==> config.mk <==
export PLATFORM = sky130hd
export DESIGN_NAME = tmr_voter_monitor
export DESIGN_NICKNAME = d
export VERILOG_FILES = /design/src/rtl/tmr_voter_monitor.sv
export SDC_FILE = /design/constraint.sdc
export NUM_CORES = 1
export LEC_CHECK = 0
export BUFFER_PORTS_ARGS = -buffer_cell sky130_fd_sc_hd__clkbuf_2
export CAP_MARGIN = 20
export CORE_MARGIN = 2
export CORE_UTILIZATION = 55
export DETAILED_ROUTE_END_ITERATION = 7
export PLACE_DENSITY = 0.87
export SYNTH_ARGS = -nofsm -noshare
export SYNTH_HDL_FRONTEND = slang
export SYNTH_SLANG_ARGS = --single-unit
==> constraint.sdc <==
create_clock -name clk_i -period 3.3 [get_ports clk_i]
set_clock_uncertainty 0.15 [all_clocks]
set_input_delay 0.66 -clock clk_i [delete_from_list [all_inputs] [get_ports clk_i]]
set_output_delay 0.66 -clock clk_i [all_outputs]
set_load 0.02 [all_outputs]
==> src/rtl/tmr_voter_monitor.sv <==
// Registered TMR majority voter with per-replica mismatch monitoring.
// Define TMR_VOTER_MONITOR_DEGRADE_EN to retire faulty replicas (DEGRADED).
module tmr_voter_monitor #(
  parameter int unsigned DataWidth      = 32,
  parameter int unsigned CntWidth       = 8,
  parameter int unsigned FaultThreshold = 4
) (
  input  logic                  clk_i,
  input  logic                  rst_ni,
  input  logic                  valid_i,
  output logic                  ready_o,
  input  logic [DataWidth-1:0]  data_a_i,
  input  logic [DataWidth-1:0]  data_b_i,
  input  logic [DataWidth-1:0]  data_c_i,
  output logic                  valid_o,
  input  logic                  ready_i,
  output logic [DataWidth-1:0]  data_o,
  output logic                  error_o,
  output logic                  fatal_o,
  output logic [2:0]            faulty_o,
  output logic [1:0]            state_o,
  output logic [3*CntWidth-1:0] fault_cnt_o,
  input  logic                  clear_i
);

  typedef enum logic [1:0] {
    StNormal   = 2'b00,
    StDegraded = 2'b01,
    StFail     = 2'b10
  } state_e;

  typedef logic [DataWidth-1:0] word_t;
  typedef logic [CntWidth-1:0]  cnt_t;

  localparam cnt_t CntMax = '1;

  word_t [2:0] word;
  word_t       vote;
  logic  [2:0] mis;
  logic        xfer_in;

  state_e      state_q, state_d;
  logic        fatal_q, fatal_d;
  cnt_t  [2:0] cnt_q, cnt_d;
  logic  [2:0] bump;
  word_t       out_d;
  logic        err_d;

  word_t       data_q;
  logic        err_q;
  logic        valid_q;

  assign word = {data_c_i, data_b_i, data_a_i};
  assign vote = (data_a_i & data_b_i)
              | (data_a_i & data_c_i)
              | (data_b_i & data_c_i);

  assign ready_o = !valid_q || ready_i;
  assign xfer_in = valid_i && ready_o;

  always_comb begin
    for (int i = 0; i < 3; i++) begin
      mis[i] = word[i] != vote;
    end
  end

`ifdef TMR_VOTER_MONITOR_DEGRADE_EN
  localparam logic [7:0] Thresh = 8'(FaultThreshold);

  logic [2:0][7:0] streak_q, streak_d;
  logic [2:0]      faulty_q, faulty_d;
  logic [1:0]      h0, h1;

  // h0/h1: the two surviving replicas, h0 lower index
  always_comb begin
    h0 = 2'd0;
    h1 = 2'd1;
    unique case (1'b1)
      faulty_q[0]: begin
        h0 = 2'd1;
        h1 = 2'd2;
      end
      faulty_q[1]: h1 = 2'd2;
      default: ;
    endcase
  end

  assign faulty_o = faulty_q;
`else
  logic unused_thresh;
  assign unused_thresh = ^FaultThreshold;
  assign faulty_o = 3'b000;
`endif

  always_comb begin
    state_d = state_q;
    fatal_d = fatal_q;
    out_d   = vote;
    err_d   = 1'b0;
    bump    = 3'b000;
`ifdef TMR_VOTER_MONITOR_DEGRADE_EN
    streak_d = streak_q;
    faulty_d = faulty_q;
`endif
    unique case (state_q)
      StNormal: begin
        err_d = |mis;
        bump  = mis;
        if (|mis && !$onehot(mis)) begin
          state_d = StFail;
          fatal_d = 1'b1;
        end
`ifdef TMR_VOTER_MONITOR_DEGRADE_EN
        for (int i = 0; i < 3; i++) begin
          if (!mis[i]) begin
            streak_d[i] = '0;
          end else if ($onehot(mis)) begin
            streak_d[i] = streak_q[i] + 8'd1;
            if (streak_q[i] == Thresh - 8'd1) begin
              faulty_d[i] = 1'b1;
              state_d     = StDegraded;
            end
          end
        end
`endif
      end
`ifdef TMR_VOTER_MONITOR_DEGRADE_EN
      StDegraded: begin
        out_d = word[h0];
        if (word[h0] != word[h1]) begin
          err_d    = 1'b1;
          bump[h0] = 1'b1;
          bump[h1] = 1'b1;
          state_d  = StFail;
          fatal_d  = 1'b1;
        end
      end
`endif
      default: begin
`ifdef TMR_VOTER_MONITOR_DEGRADE_EN
        out_d = word[h0];
        for (int i = 0; i < 3; i++) begin
          bump[i] = !faulty_q[i] && (word[i] != word[h0]);
        end
`else
        bump = mis;
`endif
        err_d = |bump;
      end
    endcase
    for (int i = 0; i < 3; i++) begin
      cnt_d[i] = cnt_q[i];
      if (bump[i] && cnt_q[i] != CntMax) begin
        cnt_d[i] = cnt_q[i] + cnt_t'(1);
      end
    end
  end

  always_ff @(posedge clk_i or negedge rst_ni) begin
    if (!rst_ni) begin
      valid_q <= 1'b0;
      data_q  <= '0;
      err_q   <= 1'b0;
    end else if (xfer_in) begin
      valid_q <= 1'b1;
      data_q  <= out_d;
      err_q   <= err_d;
    end else if (ready_i) begin
      valid_q <= 1'b0;
    end
  end

  // clear wins over this cycle's monitoring update
  always_ff @(posedge clk_i or negedge rst_ni) begin
    if (!rst_ni) begin
      state_q <= StNormal;
      fatal_q <= 1'b0;
      cnt_q   <= '0;
`ifdef TMR_VOTER_MONITOR_DEGRADE_EN
      streak_q <= '0;
      faulty_q <= '0;
`endif
    end else if (clear_i) begin
      state_q <= StNormal;
      fatal_q <= 1'b0;
      cnt_q   <= '0;
`ifdef TMR_VOTER_MONITOR_DEGRADE_EN
      streak_q <= '0;
      faulty_q <= '0;
`endif
    end else if (xfer_in) begin
      state_q <= state_d;
      fatal_q <= fatal_d;
      cnt_q   <= cnt_d;
`ifdef TMR_VOTER_MONITOR_DEGRADE_EN
      streak_q <= streak_d;
      faulty_q <= faulty_d;
`endif
    end
  end

  assign valid_o     = valid_q;
  assign data_o      = data_q;
  assign error_o     = err_q;
  assign fatal_o     = fatal_q;
  assign state_o     = state_q;
  assign fault_cnt_o = cnt_q;

endmodule

Word-level counts from Yosys, hierarchy flattened
Cells that the tools add are included.
{"block": "totals", "out_inout_bits": 65, "input_bits": 101, "ff_bits": 61, "wordCells": 61}
{"block": "classes", "n_eq_ne": 7, "n_reduce_logical": 21, "add_sub_neg": 5, "muxes": 15, "bitwise_logic": 5}
{"op": "AND 32 bit", "count": 3}
{"op": "!= test 32 bit", "count": 3}
{"op": "bitwise OR 32 bit", "count": 2}
{"op": "two-way mux 24 bit", "count": 2}
{"op": "adder 8 x 1 -> 8 bit (second input constant)", "count": 3}
{"op": "two-way mux 8 bit", "count": 3}
{"op": "!= test 8 bit (second input constant)", "count": 3}
{"op": "nonzero test 2 bit", "count": 7}
{"op": "two-way mux 2 bit", "count": 4}
{"op": "two-way mux 1 bit", "count": 6}
{"op": "AND reduction 2 bit", "count": 3}
{"op": "logical AND 1 bit", "count": 5}
{"op": "AND reduction 3 bit", "count": 1}
{"op": "OR reduction 3 bit", "count": 1}
{"op": "adder 1 x 1 -> 2 bit", "count": 1}
{"op": "adder 2 x 1 -> 2 bit", "count": 1}
{"op": "equality test 2 x 1 -> 1 bit (second input constant)", "count": 1}
{"op": "zero test 1 bit", "count": 2}
{"op": "zero test 2 bit", "count": 1}
{"op": "logical OR 1 bit", "count": 1}

Logic depth before layout (Yosys ltp)
{"block": "logic_depth", "word_depth": 13, "ltp_mapped": 10, "ltp_nobuf": 9}

Worst setup path after synthesis
OpenSTA, ideal clock, no wires.
{"block": "synth_timing", "path_type": "input to register", "from": "input data_c_i[17]", "to": "register state_q[1], in the netlist state_o[1]", "path_stages": 9, "path_buffers": 0, "setup_time_ps": 132, "arrival_time_ps": 2450, "setup_slack_ps": 568, "required_time_ps": 3018, "path_cell_list": "a21oi_1 -> o22ai_1 -> or4_4 -> nor4_4 -> and2_2 -> fa_1 -> nor2_1 -> nor2_1 -> nor2_1"}
{"block": "synth_via", "elab_chain_len": 11, "elab_cells_between_ends": 15, "cone_classes": "add/sub: 2; eq/ne: 4; bitwise: 4; reduce/logical: 5"}
{"element": "start: declaration", "line_no": "14", "source": "input logic [DataWidth-1:0] data_c_i,"}
{"element": "AND 32 bit", "line_no": "55", "source": "| (data_a_i & data_c_i)"}
{"element": "bitwise OR 32 bit", "line_no": "55"}
{"element": "bitwise OR 32 bit", "line_no": "56", "source": "| (data_b_i & data_c_i);"}
{"element": "!= test 32 bit", "line_no": "63", "source": "mis[i] = word[i] != vote;"}
{"element": "adder 1 x 1 -> 2 bit (implied by the code)", "line_no": "109", "source": "if (|mis && !$onehot(mis)) begin"}
{"element": "adder 2 x 1 -> 2 bit (implied by the code)", "line_no": "109"}
{"element": "equality test 2 x 1 -> 1 bit", "line_no": "109"}
{"element": "zero test 1 bit", "line_no": "109"}
{"element": "logical AND 1 bit (*)", "line_no": "109"}
{"element": "nonzero test 2 bit (no source line) (*)"}
{"element": "AND reduction 3 bit (no source line) (*)"}
{"element": "end signal: assignment", "line_no": "176", "source": "state_q <= StNormal;"}
{"element": "end signal: assignment", "line_no": "184", "source": "state_q <= StNormal;"}
{"element": "end signal: assignment", "line_no": "192", "source": "state_q <= state_d;"}
{"element": "end: declaration", "line_no": "42", "source": "state_e state_q, state_d;"}
Every way passes the cells marked *; elsewhere a longest branch is shown, timed or not.
A chain may end at the register's enable or synchronous reset.

Final worst setup path
{"block": "layout_timing", "from": "input data_c_i[1]", "to": "register state_q[1], in the netlist state_o[1]"}
Same word-level chain as after synthesis.

==> impl_results.md <==
- Final ANT Viol Nets: 0
- GP Congestion: 0.963
- Crit end category: flop
- Top_reg_cell synth: dfrtp_1
- Multi-input logic area: 0.00320 mm^2
- Internal Power: 1.43 mW
- H-tree depth: 3
- Synth Register Bits: 59
- Global-route wire length before repair: 23,100 um
- Final Core Density: 68.8%
- CP Class: input pin to flop
- Average cell area after synthesis: 8.56 um^2
- # resized after CTS: 0
- Final Cycle Share: 87.0%
- Cell accounting for the most synthesized area: dfrtp_1
- Vias per cell: 6.20
- Total global routing overflow: 0
- Dpl cell area: 0.00571 mm^2
- Core Region: 0.00859 mm^2
- Type of the worst min-delay path: input pin to asynchronous set/reset pin
- CTS tree: done
- Iter 0 DRT Violations: 329
- Final Hold Slack: 0.244 ns
- Most numerous cell on the critical path: nor2_1
- Leak: 2.85 nW
- Yosys warning count: 0
- Final hold viol count: 0
- WP buf/inv: 2
- Post-synthesis sequential area ratio: 30.8%
- Worst-Margin Slew: 0.805 ns
- Setup Viol. Count Final: 0
- Share of the synthesized area in the top cell type: 30.8%
- Logic pwr share: 28.8%
- Fraction of layout cells with a size suffix above 1: 27.5%
- Distinct cell type count after synthesis: 49
- Row count: 34
- Final instance area: 0.00591 mm^2
- Area Growth Syn to Fin: 23.2%
- DRC viols: 0
- Latest clock arrival within the worst-skew pair: 0.34 ns
- Reg clk slew, reported paths: 0.06 ns
- Tmin final: 2.87 ns
- Worst rel slew slack: 44.9%
- Worst path cell trace: clkbuf_2, and3b_1, a2111oi_0, nand4_1, nor4_2, buf_4, fa_1, nor2_1, nor2_1, nor2_1
- Synthesized instance count: 560
- HPWL after DPL: 10,800 um
- Clock root buffer master: clkbuf_8
- Final WL: 14,200 um
- Startpoint types: input pin
- Routed vias: 5,179
- Worst Path Required: 3.35 ns
- Register share of total power: 39.0%
- Initial antenna violation count: 0
- Reg area: 0.00148 mm^2
- Async set-reset flop share out of synthesis: 100%
- Setup TNS: 0 ns
- RSZ-0062 raised after global routing: no
- Clock network fraction of total power: 32.3%
- Tot GR Track Use: 29.6%
- Max Cap Viol: 0
- Io pins: 166
- Status: finished, final reports clean
- Largest net degree at the start of global routing: 70
- Final Slew Violations: 0
- Net count reported at finish: 829
- Number of clock sinks: 59
- Net Sw Power: 726 uW
- Post-synth EDFFs: 0
- PD cells: 364 mW/mm^2
- Die area: 0.00948 mm^2
- Reg2reg setup slack: 1.07 ns
- DR WL/cell: 17.0 um
- Critical path's slowest cell: a2111oi_0
- CTS Buf Count: 9
- Die height: 97.4 um
- FILL cells: 713
- CP max stage delay: 0.72 ns
- Worst path top cell family by delay: simple AND/OR/NAND/NOR gates
- Post-CTS setup buffers: 0
- Vias in the first global route: 4,875
- Net Sw Frac: 33.7%
- Clock buffer depth: 2
- I/O Buffers: 161
- Die W: 97.4 um
- Crit-path max FO: 13
- Initial core utilization: 55.8%
- Post-CTS Hold Buffers: 0
- VDD IR max: 0.232 mV
- Top cells by area, synth: dfrtp_1, and3b_1, nor3b_1
- Diodes inserted: 0
- CP arrival: 2.92 ns
- Max Clock Freq: 348 MHz
- Mapped cell area: 0.00480 mm^2
- TritonRoute pass-1 iters: 5
registers in the layout, indices dropped and copies added (netlist names):
signal	count
valid_o	1
state_o	1
error_o	1
data_o	32
fault_cnt_o	24
layout make-up:
type / count / share of cell area (%)
Tap cell: 108 / 2.29
Inverter: 9 / 0.572
Timing Repair Buffer: 169 / 14.7
Sequential cell: 59 / 25.0
Multi-Input combinational cell: 476 / 54.1
Clock buffer: 12 / 2.79
Clock inverter: 2 / 0.593
stage by stage:
step | power, mW | instances | setup WS [ns]
3_5_place_dp | 1.46 | 821 | 0.169
4_1_cts | 2.15 | 835 | 0.452
6_report | 2.15 | 835 | 0.430
2_1_floorplan | 1.18 | 563 | 0.568
5_1_grt | 2.24 | 835 | 0.331
3_3_place_gp | 1.44 | 821 | 0.215
cells in the final DEF (no fill, tap or decap), types with 4 or more instances in the layout:
cell / n
nor3b_1: 56
nor2_1: 50
clkbuf_2: 161
buf_4: 8
nand2b_1: 8
nor4_2: 4
a21oi_1: 45
inv_1: 9
nand3_1: 7
a2111oi_0: 16
or3_1: 6
o31ai_1: 33
dfrtp_1: 59
nand4_1: 16
nor2b_1: 26
or4_1: 4
o21a_1: 25
o21ai_0: 6
nand2_1: 37
conb_1: 4
mux2_1: 9
and3b_1: 54
clkbuf_8: 12
o22ai_1: 13
o21ai_1: 5
nor4_1: 16
cell usage after synthesis, types with 2 or more instances:
library cell  instances
a21oi_1              45
and3b_2               2
a2111oi_0            16
dfrtp_1              59
mux2i_1               3
nand4_1              16
o21ai_1               5
and3_1                2
or3_1                 6
o31ai_1              33
o21a_1               25
or4_1                 4
ha_1                  3
and3b_1              54
o21ai_0               6
nor2_1               50
nor4_2                4
buf_4                 6
mux2_4                3
nand2_1              38
inv_1                 9
a21o_1                3
and4_1                3
nor4_1               16
nand2b_1              8
clkbuf_1             11
nor2b_1              26
mux2_1                9
o22ai_1              13
nand3_1               7
and2_1                2
nor3b_1              56
cell families after synthesis:
kind of cell / after synthesis / synth area share (%)
adder cells (fa/ha/maj): 4 / 1.20
AO/OA/AOI/OAI: 154 / 21.5
AND/OR/NAND/NOR: 299 / 39.9
multiplexers: 15 / 3.68
flip-flops: 59 / 30.8
other: 1 / 0.0782
buffers and inverters: 28 / 2.82
metal layers:
layer	up-vias	global-route usage (%)	part of all wire (%)
met5	-	0	0
met4	0	11.6	3.0
met3	32	6.19	7.4
met2	218	49.6	48
met1	2450	37.5	42
li1	2479	-	-
power groups by stage:
stage	logic [mW]	registers (mW)	clock network [mW]
6_report	0.619	0.839	0.694
5_1_grt	0.673	0.845	0.726
4_1_cts	0.615	0.837	0.697
3_5_place_dp	0.612	0.849	0
3_3_place_gp	0.596	0.847	0
2_1_floorplan	0.255	0.925	0
worst paths after layout:
| path | start | to | cells after the start |
|---|---|---|---|
| min in group clk_i | data_o[23] | data_o[23] | 2 |
| hold reg to reg | data_o[23] | data_o[23] | 2 |
| hold / removal | rst_ni | fault_cnt_o[10] | 1 |
| setup / recovery | data_c_i[1] | state_o[1] | 10 |
| setup reg to reg | fault_cnt_o[2] | fault_cnt_o[5] | 6 |
| max in group asynchronous | rst_ni | data_o[13] | 2 |
Note: power is estimated with default switching activity, not from simulation.
